**config.mk**
```make
export PLATFORM = sky130hd
export DESIGN_NAME = add_sched
export DESIGN_NICKNAME = d
export VERILOG_FILES = /design/src/rtl/add_sched.sv
export SDC_FILE = /design/constraint.sdc
export NUM_CORES = 1
export LEC_CHECK = 0
export ABC_AREA = 1
export BUFFER_PORTS_ARGS = -buffer_cell sky130_fd_sc_hd__buf_2
export CORE_AREA = 2 2 272 274
export DETAILED_ROUTE_END_ITERATION = 10
export DIE_AREA = 0 0 274 276
export GPL_TIMING_DRIVEN = 0
export SYNTH_ARGS = -nofsm -noshare
export SYNTH_HDL_FRONTEND = slang
export SYNTH_SLANG_ARGS = --single-unit
export TNS_END_PERCENT = 5
```
**constraint.sdc**
```tcl
create_clock -name clk -period 5.9 [get_ports clk]
set_clock_uncertainty 0.1 [all_clocks]
set_input_delay 1.475 -clock clk [delete_from_list [all_inputs] [get_ports clk]]
set_output_delay 1.475 -clock clk [all_outputs]
set_load 0.02 [all_outputs]
```
**src/rtl/add_sched.sv**
```systemverilog
// add_sched: round-robin scheduler that time-shares one SLICE-bit adder for WIDTH-bit adds.
// Defining ADD_SCHED_OVF_EN adds the registered signed-overflow output rsp_ovf.
module add_sched #(
    parameter int unsigned NREQ  = 4,
    parameter int unsigned WIDTH = 64,
    parameter int unsigned SLICE = 32
) (
    input  logic                    clk,
    input  logic                    rst_n,
    input  logic [NREQ-1:0]         req_valid,
    output logic [NREQ-1:0]         req_ready,
    input  logic [NREQ*WIDTH-1:0]   req_a,
    input  logic [NREQ*WIDTH-1:0]   req_b,
    input  logic [NREQ-1:0]         req_cin,
    output logic                    rsp_valid,
    input  logic                    rsp_ready,
    output logic [$clog2(NREQ)-1:0] rsp_id,
    output logic [WIDTH-1:0]        rsp_sum,
    output logic                    rsp_cout,
`ifdef ADD_SCHED_OVF_EN
    output logic                    rsp_ovf,
`endif
    output logic [SLICE-1:0]        add_a,
    output logic [SLICE-1:0]        add_b,
    output logic                    add_c0,
    input  logic [SLICE:0]          add_result
);
    localparam int unsigned NSLICE = WIDTH / SLICE;
    localparam int unsigned IDW    = $clog2(NREQ);
    localparam int unsigned KW     = (NSLICE > 1) ? $clog2(NSLICE) : 1;

    typedef enum logic [1:0] {S_IDLE, S_CALC, S_DONE} state_t;

    state_t           state_q, state_d;
    logic [IDW-1:0]   rr_ptr_q;
    logic [IDW-1:0]   id_q;
    logic [IDW-1:0]   grant_id;
    logic             grant_vld;
    int unsigned      srch_idx;
    logic [WIDTH-1:0] sel_a, sel_b;
    logic             sel_cin;
    logic [WIDTH-1:0] a_q, b_q, sum_q;
    logic             carry_q;
    logic [KW-1:0]    k_q;
    logic             last_slice;

    assign last_slice = (k_q == KW'(NSLICE - 1));

    // First valid requester at or above rr_ptr, wrapping around
    always_comb begin
        grant_vld = 1'b0;
        grant_id  = '0;
        srch_idx  = 0;
        for (int unsigned i = 0; i < NREQ; i++) begin
            srch_idx = (32'(rr_ptr_q) + i) % NREQ;
            if (!grant_vld && req_valid[IDW'(srch_idx)]) begin
                grant_vld = 1'b1;
                grant_id  = IDW'(srch_idx);
            end
        end
    end

    always_comb begin
        sel_a   = '0;
        sel_b   = '0;
        sel_cin = 1'b0;
        for (int unsigned i = 0; i < NREQ; i++) begin
            if (grant_id == IDW'(i)) begin
                sel_a   = req_a[i*WIDTH +: WIDTH];
                sel_b   = req_b[i*WIDTH +: WIDTH];
                sel_cin = req_cin[i];
            end
        end
    end

    always_ff @(posedge clk) begin
        if (!rst_n) begin
            state_q <= S_IDLE;
        end else begin
            state_q <= state_d;
        end
    end

    always_comb begin
        state_d   = state_q;
        req_ready = '0;
        add_a     = '0;
        add_b     = '0;
        add_c0    = 1'b0;
        case (state_q)
            S_IDLE: begin
                if (rst_n && grant_vld) begin
                    req_ready = NREQ'(1) << grant_id;
                    state_d   = S_CALC;
                end
            end
            S_CALC: begin
                for (int unsigned s = 0; s < NSLICE; s++) begin
                    if (k_q == KW'(s)) begin
                        add_a = a_q[s*SLICE +: SLICE];
                        add_b = b_q[s*SLICE +: SLICE];
                    end
                end
                add_c0 = carry_q;
                if (last_slice) begin
                    state_d = S_DONE;
                end
            end
            S_DONE: begin
                if (rsp_ready) begin
                    state_d = S_IDLE;
                end
            end
            default: state_d = S_IDLE;
        endcase
    end

    // Operand capture, slice accumulation and round-robin pointer
    always_ff @(posedge clk) begin
        if (!rst_n) begin
            rr_ptr_q <= '0;
            id_q     <= '0;
            a_q      <= '0;
            b_q      <= '0;
            sum_q    <= '0;
            carry_q  <= 1'b0;
            k_q      <= '0;
        end else begin
            case (state_q)
                S_IDLE: begin
                    if (grant_vld) begin
                        a_q     <= sel_a;
                        b_q     <= sel_b;
                        carry_q <= sel_cin;
                        id_q    <= grant_id;
                        k_q     <= '0;
                    end
                end
                S_CALC: begin
                    for (int unsigned s = 0; s < NSLICE; s++) begin
                        if (k_q == KW'(s)) begin
                            sum_q[s*SLICE +: SLICE] <= add_result[SLICE-1:0];
                        end
                    end
                    carry_q <= add_result[SLICE];
                    k_q     <= k_q + KW'(1);
                end
                S_DONE: begin
                    if (rsp_ready) begin
                        rr_ptr_q <= (id_q == IDW'(NREQ - 1)) ? '0 : id_q + IDW'(1);
                    end
                end
                default: ;
            endcase
        end
    end

    assign rsp_valid = (state_q == S_DONE);
    assign rsp_id    = id_q;
    assign rsp_sum   = sum_q;
    assign rsp_cout  = carry_q;

`ifdef ADD_SCHED_OVF_EN
    logic ovf_q;

    // Carry into the MSB (a^b^sum) xor the final carry-out, taken with the last slice
    always_ff @(posedge clk) begin
        if (!rst_n) begin
            ovf_q <= 1'b0;
        end else if (state_q == S_CALC && last_slice) begin
            ovf_q <= a_q[WIDTH-1] ^ b_q[WIDTH-1] ^ add_result[SLICE-1] ^ add_result[SLICE];
        end
    end

    assign rsp_ovf = ovf_q;
`endif

endmodule

```
Word level (Yosys, flattened, before mapping)
Cells that the tools add are included.
{"block": "op_classes", "shift": 1, "n_bitwise": 1, "order_cmp": 4, "eq_ne": 10, "mux": 44, "reduce_logical": 16, "add_sub_neg": 5}
{"op": "two-way mux 64 bit", "count": 8}
{"op": "two-way mux 32 bit", "count": 4}
{"op": "two-way mux 2 bit", "count": 8}
{"op": "two-way mux 1 bit", "count": 15}
{"op": "less-than comparator 2 x 3 -> 1 bit (second input constant)", "count": 4}
{"op": "AND reduction 2 bit", "count": 5}
{"op": "binary-select mux 1 bit (select 2 bit)", "count": 4}
{"op": "equality test 2 bit (second input constant)", "count": 4}
{"op": "two-way mux 4 bit", "count": 2}
{"op": "!= test 2 bit (second input constant)", "count": 3}
{"op": "one-hot mux 2 bit (3 select lines)", "count": 1}
{"op": "adder 2 x 1 -> 2 bit (second input constant)", "count": 2}
{"op": "adder 2 bit (second input constant)", "count": 2}
{"op": "equality test 2 x 1 -> 1 bit (second input constant)", "count": 2}
{"op": "logical AND 1 bit", "count": 4}
{"op": "zero test 2 bit", "count": 2}
{"op": "one-hot mux 1 bit (2 select lines)", "count": 2}
{"op": "<< shifter 1 x 2 -> 4 bit (first input constant)", "count": 1}
{"op": "zero test 1 bit", "count": 3}
{"op": "AND reduction 3 bit", "count": 1}
{"op": "!= test 2 x 1 -> 1 bit (second input constant)", "count": 1}
{"op": "nonzero test 2 bit", "count": 1}
{"op": "adder 1 bit (second input constant)", "count": 1}
{"op": "inverter 1 bit", "count": 1}
{"block": "word_totals", "word_cells": 90, "reg_bits": 200, "output_inout_bits": 137}

Longest topological paths before layout
{"block": "logic_depth", "depth_word": 19, "depth_mapped": 17}

Worst setup path before layout
No wires, ideal clock.
{"block": "synth_path", "path_type": "input port to output port", "startpoint": "input req_valid[1]", "endpoint": "output req_ready[1]", "stages": 13, "required_ps": 4325, "setup_slack_ps": 1232, "t_arrival_ps": 3093, "n_path_buf": 2, "cell_sequence": "inv_1 -> nand2_1 -> nand3_1 -> nand2_2 -> inv_2 -> nand3_1 -> or2_1 -> nand2_2 -> inv_2 -> buf_4 -> buf_2 -> nand2_1 -> nor3_1"}
{"block": "synth_between", "elab_chain_cells": 15}
{"item": "start: declaration", "line_no": "10", "rtl": "input logic [NREQ-1:0] req_valid,"}
{"item": "binary-select mux 1 bit (select 2 bit)", "line_no": "56", "rtl": "if (!grant_vld && req_valid[IDW'(srch_idx)]) begin"}
{"item": "two-way mux 1 bit (not written as such)", "line_no": "56"}
{"item": "two-way mux 1 bit", "line_no": "56"}
{"item": "zero test 1 bit", "line_no": "56"}
{"item": "logical AND 1 bit", "line_no": "56"}
{"item": "two-way mux 1 bit", "line_no": "56"}
{"item": "zero test 1 bit", "line_no": "56"}
{"item": "logical AND 1 bit", "line_no": "56"}
{"item": "two-way mux 1 bit", "line_no": "56"}
{"item": "zero test 1 bit", "line_no": "56"}
{"item": "logical AND 1 bit", "line_no": "56"}
{"item": "two-way mux 2 bit or two-way mux 1 bit (tied branches)", "line_no": "56"}
{"item": "<< shifter 1 x 2 -> 4 bit or logical AND 1 bit (tied branches)", "line_no": "93, 92"}
{"item": "two-way mux 4 bit (*)", "line_no": "92", "rtl": "if (rst_n && grant_vld) begin"}
{"item": "two-way mux 4 bit (*)", "line_no": "90", "rtl": "case (state_q)"}
{"item": "end: declaration", "line_no": "11", "rtl": "output logic [NREQ-1:0] req_ready,"}
Every way passes the cells marked *; elsewhere a longest branch is shown, timed or not. The select of a mux whose other input is x is not followed.

Worst setup path after layout
{"block": "layout_path", "startpoint": "input req_valid[3]", "endpoint": "output req_ready[1]"}
Same word-level chain as after synthesis.

==> results.cfg <==
[worst_setup_path]
path_max_fanout = 19
critical_path_class = in -> out
crit_top_cell = nand2_1
arrival_ns = 3.84
cp_cell_sequence = buf_2, nand2_1, nand2_1, nand2_1, nand2_2, inv_2, nand3_1, or2_1, nand2_2, inv_2, buf_4, nand2_1, nor3_1, buf_2
max_stage_delay_ns = 0.42
cp-end-kind = primary output
slowest_stage = buf_4
worstSetupStartpointType = input port
rrSetupSlack_ns = 2.62
critical_path_required_ns = 4.32
cp_num_buf_inv = 5
r2r_start = rr_ptr_q[0]
r2r-end = b_q[52]
critPathTopFamily = simple AND/OR/NAND/NOR gates
rr_worst_depth = 15

[synth]
synth_edf_count = 0
synth_nets = 2566
postSynthAreaPerCell_um2 = 5.93
synth.distinct_cells = 29
synthesis.area_um2 = 11900
postSynthCellCount = 2009
ys_ff_latch = 200
ys_seq_area_share_pct = 33.6
synth_warnings = 0
synthArstFlopShare_pct = 0
ys.flop_type = dfxtp_1

[cells_and_area]
seq_area_um2 = 4000
final_cell_mix = buf_2, nand2_1, o21ai_0
mostFrequentLayoutCell = buf_2
drive_gt1_share_pct = 29.6
area_growth_pct = 44.4
multi_input_area_um2 = 6540
fillCellCount = 8572
final_nets = 3276
fin_area_um2 = 17200

[die]
die_area_um2 = 75600
fp-row-count = 99
coreArea_um2 = 72600
die_w_um = 274
dieHeight_um = 276
start_util_pct = 16.4
ios = 693

[cts]
cts.path.max_buffers = 2
insertion_delay_ns = 0.50
root_buffer = clkbuf_16
cts_resized = 0
cts_buffers = 17
post_cts_buffers = 0
cts_sinks = 200
cts.hold.buffers_added = 0
h-tree-depth = 4
cts_tree = done
clk_pin_slew_ns = 0.08

[routing]
post_drt_via_cell_ratio = 4.35
dr.pass1.iters = 5
drc = 0
wl_per_cell_um = 21.4
route.vias.total = 16100
routed_wirelength_mm = 79.3
drtAntennaViolNets = 0
drtIter0Drc = 1007

[status]
outcome = finished clean

[flow_run]
max-cap-violations = 0

[global_routing]
grt_pass1_vias = 15400
grt_antenna_before_repair = 25
track_usage_pct = 20.2
grt_pass1_wl_mm = 107
overflow = 0
grt_start_max_net_pins = 20

[timing]
slew_headroom_pct = 29.9
fin_crit_sh_pct = 91.8
layout_min_cycle_time_ns = 5.42
report.final.hold_viol_count = 0
maxSlewViolCount = 0
layout_setup_ws_ns = 0.482
worstMarginPinSlew_ns = 1.05
setup_tns_ns = 0
setup_viol = 0
clock.fmax_ghz = 0.185
rsz0062_at_grt = false

[pwr]
leakagePower_nw = 8.43
p_per_area_nw_per_um2 = 267
peakVddDrop_v = 0.000199

[min_path]
holdPathStages = 2
hold_end = rsp_sum[15]
hp-class = reg -> reg
min_from = rsp_sum[15]

[placed_design]
io_buffers = 692
place_area_um2 = 16600
dp_slack_ns = 0.0960
gp_congestion = 0.940
hpwl_mm = 65.8
how the worst max path moves through the flow:
| stage | startpoint | to | slack (ns) | cells after the start |
|---|---|---|---|---|
| final | req_valid[3] | req_ready[1] | 0.48 | 14 |
| after global routing | req_valid[1] | req_ready[2] | 0.19 | 14 |
| after CTS | req_valid[3] | req_ready[1] | 0.09 | 15 |
| after detailed placement | req_valid[1] | req_ready[2] | 0.1 | 15 |
| after global placement | req_valid[1] | req_ready[2] | 0.11 | 15 |
| after floorplan | req_valid[1] | req_ready[1] | 1.23 | 13 |
through the flow:
stage	utilization (%)	power, mW	cells	hold WS [ns]
floorplan	-	2.54	2009	0.345
global placement	22.8	3.41	3660	0.330
detailed placement	22.8	3.42	3660	0.333
CTS	23.6	4.69	3692	0.345
global route	23.7	4.89	3701	0.361
finish	23.7	4.59	3709	0.346
cell usage after synthesis, types with 4 or more instances:
cell	n	area share (%)
a21oi_1	133	5.6
buf_2	43	1.8
buf_4	12	0.76
buf_6	4	0.38
clkbuf_1	89	2.8
dfxtp_1	200	34
inv_1	169	5.3
inv_2	7	0.22
nand2_1	631	20
nand2_2	6	0.32
nand3_1	247	10
nand4_1	25	1.3
nor2_1	155	4.9
o211ai_1	4	0.25
o21ai_0	262	11
o21ai_1	4	0.17
or2_2	4	0.21
metal layers:
metal | vias up | wire length (um) | global-route usage (%)
met5 | - | 37 | 0
met4 | 6 | 2890 | 8.03
met3 | 117 | 5870 | 5.07
met2 | 725 | 38500 | 34.9
met1 | 7371 | 32100 | 23.8
li1 | 7911 | - | -
flip-flops by register name, summed over array words and instances (netlist names):
register / cells
a_q: 64
rsp_cout: 1
b_q: 64
rsp_sum: 64
state_q: 2
rsp_id: 2
k_q: 1
rr_ptr_q: 2
report_power, final:
group          internal [mW]  switching [mW]
registers               1.53           0.105
logic                  0.533            1.19
clock network          0.584           0.651
worst register-to-register path: stages, from the launching register on:
cell and delay (ns):
dfxtp_1 0.35, buf_4 0.17, nand2_1 0.08, nand2_1 0.10, nand2_1 0.08, nand2_2 0.11
inv_2 0.04, nand3_1 0.09, or2_1 0.13, nand2_2 0.23, inv_2 0.20, buf_4 0.42
buf_2 0.38, nand2_1 0.08, nor2_1 0.53, nor2_1 0.08
area by class of cell:
cell class                      instances  area share, %
Tap cell                              959           6.98
Multi-Input combinational cell       1482           38.0
Sequential cell                       200           23.3
Inverter                              177           3.88
Buffer                                149           4.00
Timing Repair Buffer                  692           20.1
Antenna cell                           18          0.262
Clock inverter                         13          0.779
Clock buffer                           19           2.63
cells by family (layout without fill, tap and decap cells):
logic type               count (synthesis)  count (layout)  share of synthesized area, %
AO/OA/AOI/OAI                          403             403                          17.0
buffers and inverters                  327            1050                          11.4
flip-flops                             200             200                          33.6
other                                    0              18                             0
AND/OR/NAND/NOR                       1078            1078                          37.8
adder cells (fa/ha/maj)                  1               1                         0.105
Note: power is estimated with default switching activity, not from simulation.
